===== config.mk =====
export PLATFORM = sky130hd
export DESIGN_NAME = mem_access_ctrl
export DESIGN_NICKNAME = d
export VERILOG_FILES = /design/src/rtl/mem_access_ctrl.sv
export SDC_FILE = /design/constraint.sdc
export NUM_CORES = 1
export LEC_CHECK = 0
export ABC_AREA = 1
export CAP_MARGIN = 40
export CORE_UTILIZATION = 50
export DETAILED_ROUTE_END_ITERATION = 10
export DONT_BUFFER_PORTS = 1
export GPL_TIMING_DRIVEN = 1
export PLACE_DENSITY = 0.75
export SLEW_MARGIN = 10
export SYNTH_ARGS = -nofsm -noshare
export SYNTH_HDL_FRONTEND = slang
export SYNTH_SLANG_ARGS = --single-unit

===== constraint.sdc =====
create_clock -name clk -period 2.45 [get_ports clk]
set_clock_uncertainty 0.15 [all_clocks]
set_input_delay 0.3675 -clock clk [delete_from_list [all_inputs] [get_ports clk]]
set_output_delay 0.3675 -clock clk [all_outputs]
set_load 0.02 [all_outputs]

===== src/rtl/mem_access_ctrl.sv =====
// Load/store sequencer between the register file and data memory.
// Steps one transfer at a time through DMAR/DMDR and the A bus, with a bounded memory wait.
//
// state | meaning
// IDLE  | ready for a command
// ADDR  | address register onto A bus, DMAR loads
// DATA  | store source register onto A bus, DMDR loads
// MEM   | memory request held until ack or wait limit
// WB    | DMDR onto A bus, destination register loads
// DONE  | transfer completed pulse
// ERR   | transfer aborted pulse
module mem_access_ctrl #(
    parameter int unsigned WAIT_MAX = 15
) (
    input  logic        clk,
    input  logic        rst_n,
    input  logic        cmd_valid,
    output logic        cmd_ready,
    input  logic        cmd_op,
    input  logic [3:0]  cmd_addr_reg,
    input  logic [3:0]  cmd_data_reg,
    output logic [3:0]  a_sel,
    output logic        dmar_ld,
    output logic        dmdr_ld_bus,
    output logic        dmdr_ld_mem,
    output logic [11:0] reg_we,
    output logic        mem_req,
    output logic        mem_we,
    input  logic        mem_ack,
    output logic        done,
    output logic        err
);

    typedef enum logic [2:0] {
        S_IDLE, S_ADDR, S_DATA, S_MEM, S_WB, S_DONE, S_ERR
    } state_t;

    localparam logic [7:0] CNT_LAST = 8'(WAIT_MAX - 1);

    state_t     state_q, state_d;
    logic       op_q, op_d;
    logic [3:0] addr_q, addr_d;
    logic [3:0] data_q, data_d;
    logic [7:0] cnt_q, cnt_d;

    always_ff @(posedge clk or negedge rst_n) begin
        if (!rst_n) begin
            state_q <= S_IDLE;
            op_q    <= 1'b0;
            addr_q  <= 4'd0;
            data_q  <= 4'd0;
            cnt_q   <= 8'd0;
        end else begin
            state_q <= state_d;
            op_q    <= op_d;
            addr_q  <= addr_d;
            data_q  <= data_d;
            cnt_q   <= cnt_d;
        end
    end

    always_comb begin
        state_d     = state_q;
        op_d        = op_q;
        addr_d      = addr_q;
        data_d      = data_q;
        cnt_d       = cnt_q;
        cmd_ready   = 1'b0;
        a_sel       = 4'd0;
        dmar_ld     = 1'b0;
        dmdr_ld_bus = 1'b0;
        dmdr_ld_mem = 1'b0;
        reg_we      = 12'd0;
        mem_req     = 1'b0;
        mem_we      = 1'b0;
        done        = 1'b0;
        err         = 1'b0;

        case (state_q)
            S_IDLE: begin
                cmd_ready = 1'b1;
                if (cmd_valid) begin
                    op_d   = cmd_op;
                    addr_d = cmd_addr_reg;
                    data_d = cmd_data_reg;
                    state_d = (cmd_addr_reg > 4'd11 || cmd_data_reg > 4'd11) ? S_ERR : S_ADDR;
                end
            end
            S_ADDR: begin
                a_sel   = 4'd3 + addr_q;
                dmar_ld = 1'b1;
                state_d = op_q ? S_DATA : S_MEM;
            end
            S_DATA: begin
                a_sel       = 4'd3 + data_q;
                dmdr_ld_bus = 1'b1;
                state_d     = S_MEM;
            end
            S_MEM: begin
                mem_req = 1'b1;
                mem_we  = op_q;
                // Only output fed by an input: read data is captured in the ack cycle itself.
                dmdr_ld_mem = mem_ack && !op_q;
                if (mem_ack) begin
                    cnt_d   = 8'd0;
                    state_d = op_q ? S_DONE : S_WB;
                end else if (cnt_q == CNT_LAST) begin
                    cnt_d   = 8'd0;
                    state_d = S_ERR;
                end else begin
                    cnt_d = cnt_q + 8'd1;
                end
            end
            S_WB: begin
                a_sel   = 4'd2;
                reg_we  = 12'(1) << data_q;
                state_d = S_DONE;
            end
            S_DONE: begin
                done    = 1'b1;
                state_d = S_IDLE;
            end
            S_ERR: begin
                err     = 1'b1;
                state_d = S_IDLE;
            end
            default: state_d = S_IDLE;
        endcase
    end

endmodule


* After elaboration in Yosys (flattened, before gate mapping) *
Cells that the tools add are included.

operators by class
  reduce and logical (&&, ||, !) cells = 6
  shift operators = 1
  muxes and demuxes = 19
  equality and inequality tests = 9
  add/sub/neg operators = 3
  order comparisons = 2

operators by type and width
  kind                  count
  $mux 8                2
  $pmux 3 s5            1
  $mux 12               1
  $mux 3                4
  $pmux 4 s3            1
  $shl 1x4->12 const A  1
  $mux 1                10
  $eq 3x3->1 const B    3
  $add 2x4->4 const A   2
  $add 8x1->8 const B   1
  $eq 8x4->1 const B    1
  $gt 4x4->1 const B    2
  $eq 3x2->1 const B    2
  $reduce_and 2->1      2
  $eq 3x1->1 const B    1
  $logic_not 3->1       1
  $ne 3x3->1 const B    1
  $ne 2x2->1 const B    1
  $logic_and 1x1->1     1
  $logic_not 1->1       1
  $logic_or 1x1->1      1

storage, ports and cells
  word-level logic and storage cells = 45
  register bits after elaboration = 20
  bits of input ports = 13
  output and inout bits = 24

* Depth between registers and ports, before layout *
Gate-level depths: netlist of the first run.

  word-level depth = 5
  mapped depth = 8
  depth with buffers taken out = 8

* Worst setup path before layout of the first run *
OpenSTA, ideal clock, no wires.

  path kind = flip-flop to output port
  start = reg state_q[2]
  end = out a_sel[1]
  data required time = 1.933 ns
  slack = 0.287 ns
  data arrival time = 1.646 ns
  buffers on the path = 0
  cell stages (with the launch flop) = 7
  path through = dfrtp_1 > inv_1 > nand3_2 > nand2_1 > nand2_1 > ha_1 > o21ai_0

on the way
  word-level cells in the longest chain between the ends = 2
  elaborated cells between the ends (all ways) = 4
  classes of those cells = 3 x eq/ne; 1 x mux

RTL lines
  what                                      line  RTL
  start: declaration                        40    state_t state_q, state_d;
  start signal: assignment                  54    state_q <= state_d;
  $eq 3x3->1, or another cell as far along  79    case (state_q)
  $pmux 4 s3 *                              79
  end: declaration                          22    output logic [3:0] a_sel,

Every way passes the cells marked *; elsewhere a longest branch is shown, timed or not.

* Worst setup path after layout of the first run *
  start = reg state_q[0]
  end = out a_sel[2]

The elaborated chain is that of the path after synthesis.

==> results_dict.tcl, run 1 <==
set metrics [dict create \
    clkSlewWorstSetupHoldPaths_ns 0.12 \
    outcome "completed" \
    yosysUniqueCellTypes 22 \
    maxSlewHeadroom_pct 53.5 \
    hold_path.class "primary input to register" \
    p_total_w 0.00175 \
    drt_pass1_iterations 4 \
    nFillCells 212 \
    syn_to_final_growth_pct 13.4 \
    clock_sinks 20 \
    dp_hpwl_mm 2.07 \
    fin_nets 199 \
    cp.required_ns 1.93 \
    yosysSeqAreaShare_pct 40.7 \
    gp_congestion 0.805 \
    port_buffers 0 \
    drive_gt1_share_pct 15.4 \
    met1_usage_pct 29.6 \
    numCtsBuffers 3 \
    holdWs_ns 0.0495 \
    io_pins 37 \
    ctsLongestPathBuffers 2 \
    grt_setup_unrepaired "no" \
    grt_pass1_vias 1029 \
    cts_tree "built" \
    cts_root_buf "clkbuf_4" \
    viasPerCell 5.43 \
    maxCapViolations 0 \
    h-tree-depth 1 \
    syn-num-nets 186 \
    setup_viol_count_final 0 \
    final_cell_area_um2 1400 \
    routed_wl_mm 2.78 \
    period_share_pct 94.6 \
    grt.busiest_layer "met2" \
    arrival_ns 1.80 \
    crit_path_start_kind "register" \
    cp_max_fo 8 \
    drt_iter0_drc 22 \
    tns_ns 0 \
    dpl-instance-area_um2 1310 \
    slew_viol_final 0 \
    die_h_um 51.6 \
    core-area_um2 2280 \
    start_util_pct 54.1 \
    vias 1140 \
    antenna_found_initial 0 \
    grt_pass1_wl_mm 4.50 \
    grt_use_met3_pct 4.09 \
    synth_area_um2 1230 \
    grt_start_max_net_pins 21 \
    ir_drop_v 0.000962 \
    drcViolationCount 0 \
    clk_latency_ns 0.31 \
    met2_usage_pct 38.1 \
    grt.overflow.total 0 \
    grt_usage_pct 23.2 \
    synthCells 170 \
    hold_viol_final 0 \
    ys_warn_count 0 \
    dieWidth_um 51.6 \
    antenna_cells 0 \
    synth_seq_cells 20 \
    path_class "register to primary output" \
    avgSynthCellArea_um2 7.24 \
    worstMarginPinSlew_ns 0.692 \
    rows 17 \
    ant_nets 0 \
    end_kind "primary output" \
    p_leak_nw 0.697 \
    power-per-cell-area_nw_per_um2 1260 \
    fin_crit_ns 2.32 \
    post_cts_buffers 0 \
    die-area_um2 2660 \
    fin_util_pct 61.4 \
    wire_per_inst_um 13.2 \
    clock.fmax_mhz 431 \
]
## final timing paths
| check | start | to | slack (ns) | cells after the start |
|---|---|---|---|---|
| worst max register to register | state_q[1]$_DFFE_PN0P_ | addr_q[2]$_DFFE_PN0P_ | 0.61 | 5 |
| worst min-delay path | cmd_addr_reg[2] | addr_q[2]$_DFFE_PN0P_ | 0.05 | 1 |
| max in group asynchronous | rst_n | state_q[2]$_DFFE_PN0P_ | 1.63 | 2 |
| min in group asynchronous | rst_n | addr_q[0]$_DFFE_PN0P_ | 0.15 | 1 |
| worst max-delay path | state_q[0]$_DFFE_PN0P_ | a_sel[2] | 0.13 | 7 |
| worst min register to register | addr_q[2]$_DFFE_PN0P_ | addr_q[2]$_DFFE_PN0P_ | 0.38 | 1 |
## power breakdown
group	total [W]	switching, W	internal, W
registers	0.000620	0.000149	0.000470
clock network	0.000200	0.000110	0.0000909
logic	0.000934	0.000642	0.000292
## repair_timing
action / 4_1_cts / 5_1_grt
pin swaps: 0 / 1
resized for setup: 2 / 7
hold endpoints to repair: 20 / 0
cloned: 0 / 0
hold buffers: 1 / 0
setup endpoints to repair: 2 / 4
## cell type report
class / count / area (µm²) / area share (%)
flip-flops and latches: 20 / 503 / 36.0
repair buffers: 9 / 77.6 / 5.56
multi-input cells: 122 / 641 / 45.9
inverters: 27 / 104 / 7.44
well taps: 28 / 35.0 / 2.51
clock buffers: 4 / 36.3 / 2.60
## metrics by stage
| stage | std cells | worst slack (ns) |
|---|---|---|
| 2_1_floorplan | 170 | 0.287 |
| 3_3_place_gp | 204 | 0.346 |
| 3_5_place_dp | 204 | 0.266 |
| 4_1_cts | 209 | 0.0566 |
| 5_1_grt | 210 | 0.00158 |
| 6_report | 210 | 0.132 |
## layout by cell type (no fill, tap or decap), drive strengths merged
cell type / instances
nand2: 34
inv: 27
nor2: 25
dfrtp: 20
nand3: 17
o21ai: 13
nor3: 9
a21oi: 8
buf: 8
xor2: 5
clkbuf: 4
nand4: 3
ha: 3
o22ai: 2
xnor2: 1
and3: 1
mux2: 1
dlygate4sd3: 1
## logic make-up after synthesis
logic type	synth area share, %
simple gates	32.9
buf+inv	8.64
compound gates	9.55
flops	40.7
xor+xnor	4.27
fa+ha+maj	3.05
mux	0.915
## cells in the mapped netlist (all sizes together)
| master | count | area (µm²) |
|---|---|---|
| inv | 27 | 101 |
| nand3 | 17 | 95.1 |
| and3 | 1 | 6.26 |
| nor2 | 25 | 93.8 |
| ha | 3 | 37.5 |
| mux2 | 1 | 11.3 |
| buf | 1 | 5.00 |
| a21oi | 8 | 40.0 |
| xor2 | 5 | 43.8 |
| o21ai | 13 | 65.1 |
| xnor2 | 1 | 8.76 |
| nand2 | 34 | 130 |
| o22ai | 2 | 12.5 |
| nor3 | 9 | 61.3 |
| dfrtp | 20 | 500 |
| nand4 | 3 | 18.8 |
## state kept, by name, summed over array words and instances (netlist names)
name and cells:
cnt_q 8, addr_q 4, data_q 4, state_q 3, op_q 1
## worst max-delay path, cell delays in order, from the launching register on
cell and delay, ns:
dfrtp_2 0.47, inv_2 0.12, nand3_4 0.12, nand2_1 0.10
nand2_1 0.08, ha_1 0.19, xor2_1 0.17, nor2_2 0.24
## metal layers
layer  vias to the layer above  wire [µm]
met5                         -          0
met4                         0         52
met3                         5        150
met2                        30       1270
met1                       529       1310
li1                        576          -
Power figures use the tool's default switching activity.
==> run 2, diff against run 1 <==
CORE_UTILIZATION = 54   (was 50)
PLACE_DENSITY = 0.79   (was 0.75)
==> run 2 against run 1 <==
Compared with the run above: sequential share of layout area grew 0.56 points; hold slack improved by 0.014 ns; die area fell by 7.1%; largest power group unchanged; global-route usage up 1.3 points; non-clock buffer count unchanged; routed wire length is 4.2% lower; critical endpoint is now a_sel[1]; utilization is 6.0 points higher; total power down 3.2%; fmax is 0.36% higher.
==> results_dict.tcl, run 2 (synthesis results as in run 1) <==
set metrics [dict create \
    drcViolationCount 0 \
    cp_max_fo 8 \
    worstMarginPinSlew_ns 0.630 \
    cp_top_family "flip-flops" \
    tns_ns 0 \
    cpPeakStageDelay_ns 0.48 \
    min_from "cmd_addr_reg[2]" \
    ff2ff_setup_slack_ns 0.60 \
    grt_setup_unrepaired "no" \
    grt.overflow.total 0 \
    path_class "register to primary output" \
    grt_usage_pct 24.5 \
    syn_to_final_growth_pct 11.7 \
    grt_start_max_net_pins 21 \
    numCtsBuffers 3 \
    slowest_stage "dfrtp_2" \
    clock.fmax_mhz 433 \
    largest_reg_flops 8 \
    antenna_cells 0 \
    fin_crit_ns 2.31 \
    fin_cells 208 \
    die_h_um 49.8 \
    cts_tree "built" \
    ant_nets 0 \
    slew_viol_final 0 \
    grt_pass1_vias 1059 \
    gp_congestion 0.864 \
    power-per-cell-area_nw_per_um2 1230 \
    fin_nets 199 \
    post_cts_buffers 0 \
    period_share_pct 94.3 \
    maxCapViolations 0 \
    reg2regPathDepth 5 \
    final_common_cell "nand2_1" \
    viasPerCell 5.55 \
    drt_iter0_drc 25 \
    maxSlewHeadroom_pct 57.7 \
    start_util_pct 60.3 \
    hold_depth 1 \
    hold_path_end "addr_q[2]$_DFFE_PN0P_" \
    cts_root_buf "clkbuf_4" \
    port_buffers 0 \
    grt_pass1_wl_mm 4.56 \
    vias 1155 \
    rr_endpoint "addr_q[2]$_DFFE_PN0P_" \
    outcome "completed" \
    crit_path_start_kind "register" \
    clk_latency_ns 0.30 \
    die-area_um2 2480 \
    setup_viol_count_final 0 \
    crit_top_cell "nand2_1" \
    end_kind "primary output" \
    reg2reg_from "state_q[1]$_DFFE_PN0P_" \
    p_leak_nw 0.689 \
    dp.cells 203 \
    top_register "cnt_q" \
    h-tree-depth 1 \
    ctsLongestPathBuffers 2 \
    setup_ws_ns 0.140 \
    routed_wl_mm 2.66 \
    cp.required_ns 1.93 \
    antenna_found_initial 0 \
    dp_hpwl_mm 2.10 \
    crit_buf_inv 2 \
    largestRegisters "cnt_q x8, addr_q x4, data_q x4" \
    wire_per_inst_um 12.8 \
    drt-met1-wl_mm 1.16 \
    clock_sinks 20 \
    hold_viol_final 0 \
    worstPathCellList "inv_4 -> nand3_4 -> nand2_1 -> nand2_1 -> ha_1 -> o21ai_1 -> buf_4" \
    io_pins 37 \
    topRoutingLayerUsed "met4" \
    drt_pass1_iterations 4 \
    wl_met2_mm 1.35 \
    place_ws_ns 0.229 \
    clkSlewWorstSetupHoldPaths_ns 0.10 \
    dieWidth_um 49.8 \
    layout_common_cells "nand2_1 (33), nor2_1 (24), inv_1 (22), dfrtp_1 (18), nand3_1 (15)" \
    ir_drop_v 0.000690 \
    arrival_ns 1.79 \
    core-area_um2 2040 \
    hold_path.class "primary input to register" \
    nFillCells 187 \
    rows 16 \
    met3_wirelength_um 106 \
    drive_gt1_share_pct 13.8 \
]
-- run 2: changes by cell type in the layout (fill, tap and decap cells not counted) --
cell	previous run	this run
a21oi_2	1	0
clkbuf_8	1	0
o21ai_0	12	11
nor2_1	23	24
o21ai_1	1	2
a21oi_1	7	8
nor2_2	2	1
-- run 2: through the flow --
stage | hold WS [ns] | util, % | cell area (µm²) | power (W)
floorplan | -0.0781 | - | 1230 | 0.00130
global placement | -0.0776 | 64.3 | 1310 | 0.00146
detailed placement | -0.0776 | 64.3 | 1310 | 0.00151
CTS | 0.0513 | 65.9 | 1350 | 0.00168
global route | 0.0621 | 67.3 | 1380 | 0.00186
finish | 0.0636 | 67.3 | 1380 | 0.00170
-- run 2: worst max-delay path by stage --
stage                                 startpoint  slack [ns]  cells after the start  endpoint
after global routing      state_q[0]$_DFFE_PN0P_        0.02                      7  a_sel[1]
after detailed placement  state_q[2]$_DFFE_PN0P_        0.23                      7  a_sel[1]
after global placement    state_q[2]$_DFFE_PN0P_        0.36                      7  a_sel[2]
final                     state_q[2]$_DFFE_PN0P_        0.14                      7  a_sel[1]
after floorplan           state_q[2]$_DFFE_PN0P_        0.29                      6  a_sel[1]
after CTS                 state_q[0]$_DFFE_PN0P_       0.002                      7  a_sel[2]
-- run 2: cell type report --
class                           instances  area [µm²]  area share (%)
Tap cell                               27        33.8            2.46
Multi-Input combinational cell        122         634            46.1
Sequential cell                        20         503            36.6
Timing Repair Buffer                    9        77.6            5.64
Clock buffer                            3        22.5            1.64
Inverter                               27         104            7.55
-- run 2: timing repair --
| action | in CTS | in global routing |
|---|---|---|
| pin swaps | 0 | 0 |
| resized for setup | 2 | 6 |
| setup endpoints to repair | 2 | 3 |
| hold buffers | 1 | 0 |
| endpoints found under the hold margin | 20 | 0 |
-- run 2: power by group --
part	switching, W	total, W	internal [W]	leakage [nW]
Clock	0.0000952	0.000153	0.0000573	0.0138
Sequential	0.000143	0.000613	0.000471	0.245
Combinational	0.000640	0.000932	0.000291	0.431
-- run 2: worst register-to-register path: stages, from the launching register on --
cell and delay (ns):
dfrtp_2 0.46, nor2_1 0.22, nand2_1 0.12, inv_1 0.23, nand2_2 0.24, mux2_2 0.33
-- run 2: layer usage --
layer  up-vias  global-route usage [%]
met4         0                    11.4
met1       549                    30.9
met5         -                       0
met3         4                    2.78
li1        574                       -
met2        28                    41.4
==> run 3, diff against run 2 <==
CORE_MARGIN = 2   (was not set)
MAX_ROUTING_LAYER = met4   (was not set)
clock period = 2.3 ns   (was 2.45 ns; I/O delays follow)
==> run 3 against run 2 <==
Compared with the run above: first-iteration DRC count fell by 8.0%; clock-buffer cell count is the same; total power grew 23%; via count rose by 2.2%; final area grew 8.5%; routed wire length is 12% higher; die area rose by 8.2%; highest routed layer unchanged; critical path type unchanged; utilization grew 0.73 points.
==> results_dict.tcl, run 3 (synthesis results as in run 1) <==
set metrics [dict create \
    outcome "completed" \
    io_pins 37 \
    antenna_cells 0 \
    drive_gt1_share_pct 22.9 \
    cts_tree "built" \
    setup_ws_ns 0.00896 \
    setup_viol_count_final 0 \
    grt.busiest_layer "met2" \
    grt_pass1_vias 1095 \
    seqPwrFrac_pct 31.9 \
    fin_cells 216 \
    port_buffers 0 \
    worstPathCellList "inv_4 -> nand3_4 -> nand2_2 -> nand2_2 -> ha_2 -> xor2_1 -> nor2_2" \
    crit_path_start_kind "register" \
    p_switching_w 0.00102 \
    layout_common_cells "nand2_1 (29), inv_1 (22), nor2_1 (20), dfrtp_1 (18), nand3_1 (14)" \
    maxCapViolations 0 \
    ant_nets 0 \
    cts_root_buf "clkbuf_4" \
    place_ws_ns 0.116 \
    grt_use_met3_pct 4.31 \
    drt_pass1_iterations 4 \
    cpPeakStageDelay_ns 0.49 \
    p_sw_share_pct 49.0 \
    h-tree-depth 1 \
    ir_drop_v 0.000818 \
    routed_wl_mm 2.99 \
    clock.fmax_mhz 436 \
    slew_viol_final 0 \
    grt_usage_pct 24.8 \
    cp_top_family "simple AND/OR/NAND/NOR gates" \
    grt_start_max_net_pins 21 \
    slowest_stage "dfrtp_2" \
    dieWidth_um 51.8 \
    p_total_w 0.00208 \
    hold_path.class "primary input to register" \
    crit_buf_inv 1 \
    hold_depth 2 \
    largestRegisters "cnt_q x8, addr_q x4, data_q x4" \
    worstMarginPinSlew_ns 0.476 \
    grt_setup_unrepaired "yes" \
    syn_to_final_growth_pct 21.1 \
    maxSlewHeadroom_pct 68.4 \
    drcViolationCount 0 \
    clk_latency_ns 0.32 \
    dp_hpwl_mm 2.23 \
    arrival_ns 1.80 \
    p_clk_share_pct 14.0 \
    final_cell_area_um2 1490 \
    reg2regPathDepth 8 \
    crit_top_cell "nand2_2" \
    cp.required_ns 1.80 \
    top_register "cnt_q" \
    period_share_pct 99.6 \
    clock_sinks 20 \
    p_comb_share_pct 54.1 \
    tns_ns 0 \
    gp_congestion 0.843 \
    die-area_um2 2680 \
    clkSlewWorstSetupHoldPaths_ns 0.12 \
    power-per-cell-area_nw_per_um2 1400 \
    start_util_pct 56.2 \
    vias 1180 \
    numCtsBuffers 3 \
    core-area_um2 2190 \
    fin_crit_ns 2.29 \
    p_int_w 0.00106 \
    grt_pass1_wl_mm 4.72 \
    path_class "register to primary output" \
    rows 17 \
    fin_nets 205 \
    antenna_found_initial 0 \
    met2_usage_pct 41.5 \
    viasPerCell 5.46 \
    grt.overflow.total 0 \
    end_kind "primary output" \
    drt_iter0_drc 23 \
    largest_reg_flops 8 \
    die_h_um 51.8 \
    dp.cells 207 \
    ctsLongestPathBuffers 2 \
    dpl-instance-area_um2 1340 \
    cp_max_fo 7 \
    final_common_cell "nand2_1" \
    met1_usage_pct 30.1 \
    hold_viol_final 0 \
    p_leak_nw 0.734 \
    wire_per_inst_um 13.9 \
    crit_cells 7 \
]
==> run 3: power groups by stage <==
| stage | combinational [W] | clock [W] | sequential, W |
|---|---|---|---|
| 6_report | 0.00113 | 0.000292 | 0.000666 |
| 5_1_grt | 0.00124 | 0.000312 | 0.000688 |
| 4_1_cts | 0.00105 | 0.000298 | 0.000646 |
| 3_5_place_dp | 0.000991 | 0 | 0.000650 |
| 3_3_place_gp | 0.000939 | 0 | 0.000640 |
| 2_1_floorplan | 0.000768 | 0 | 0.000617 |
==> run 3: metal layers <==
| layer | vias to the layer above | wire length [µm] |
|---|---|---|
| li1 | 583 | - |
| met1 | 568 | 1290 |
| met2 | 22 | 1530 |
| met3 | 7 | 117 |
| met4 | 0 | 56 |
| met5 | - | 0 |
==> run 3: path summary, 6_finish.rpt <==
path	startpoint	to	slack [ns]
worst max-delay path	state_q[0]$_DFFE_PN0P_	a_sel[2]	0.009
worst min-delay path	cmd_addr_reg[3]	addr_q[3]$_DFFE_PN0P_	0.02
worst max register to register	state_q[1]$_DFFE_PN0P_	state_q[1]$_DFFE_PN0P_	0.43
worst min register to register	data_q[2]$_DFFE_PN0P_	data_q[2]$_DFFE_PN0P_	0.39
max in group asynchronous	rst_n	state_q[0]$_DFFE_PN0P_	1.34
min in group asynchronous	rst_n	addr_q[1]$_DFFE_PN0P_	0.24
==> run 3: worst register-to-register path: stages (launching register included) <==
cell and delay (ns):
dfrtp_1 0.44, inv_2 0.10, nor3_4 0.36, buf_4 0.22, nand3_2 0.20, inv_2 0.14, nor2_1 0.06, nand2_1 0.06
nand2_1 0.04
==> run 3: metrics by stage <==
step | util [%] | hold WS [ns]
2_1_floorplan | - | -0.101
3_3_place_gp | 61.0 | -0.100
3_5_place_dp | 61.0 | -0.100
4_1_cts | 64.8 | 0.0208
5_1_grt | 68.1 | 0.00374
6_report | 68.1 | 0.0239
==> run 3: layout make-up <==
cell class	count	area [µm²]
Multi-Input combinational cell	122	672
Clock inverter	1	30.0
Clock buffer	3	22.5
Tap cell	28	35.0
Fill cell	198	699
Sequential cell	20	503
Inverter	27	106
Timing Repair Buffer	15	123
==> run 3: timing repair <==
item	4_1_cts	5_1_grt
gates resized for setup	7	14
hold buffers	1	0
hold endpoints to repair	20	0
buffers inserted	1	2
pin swaps	0	7
endpoints found under the setup margin	3	12
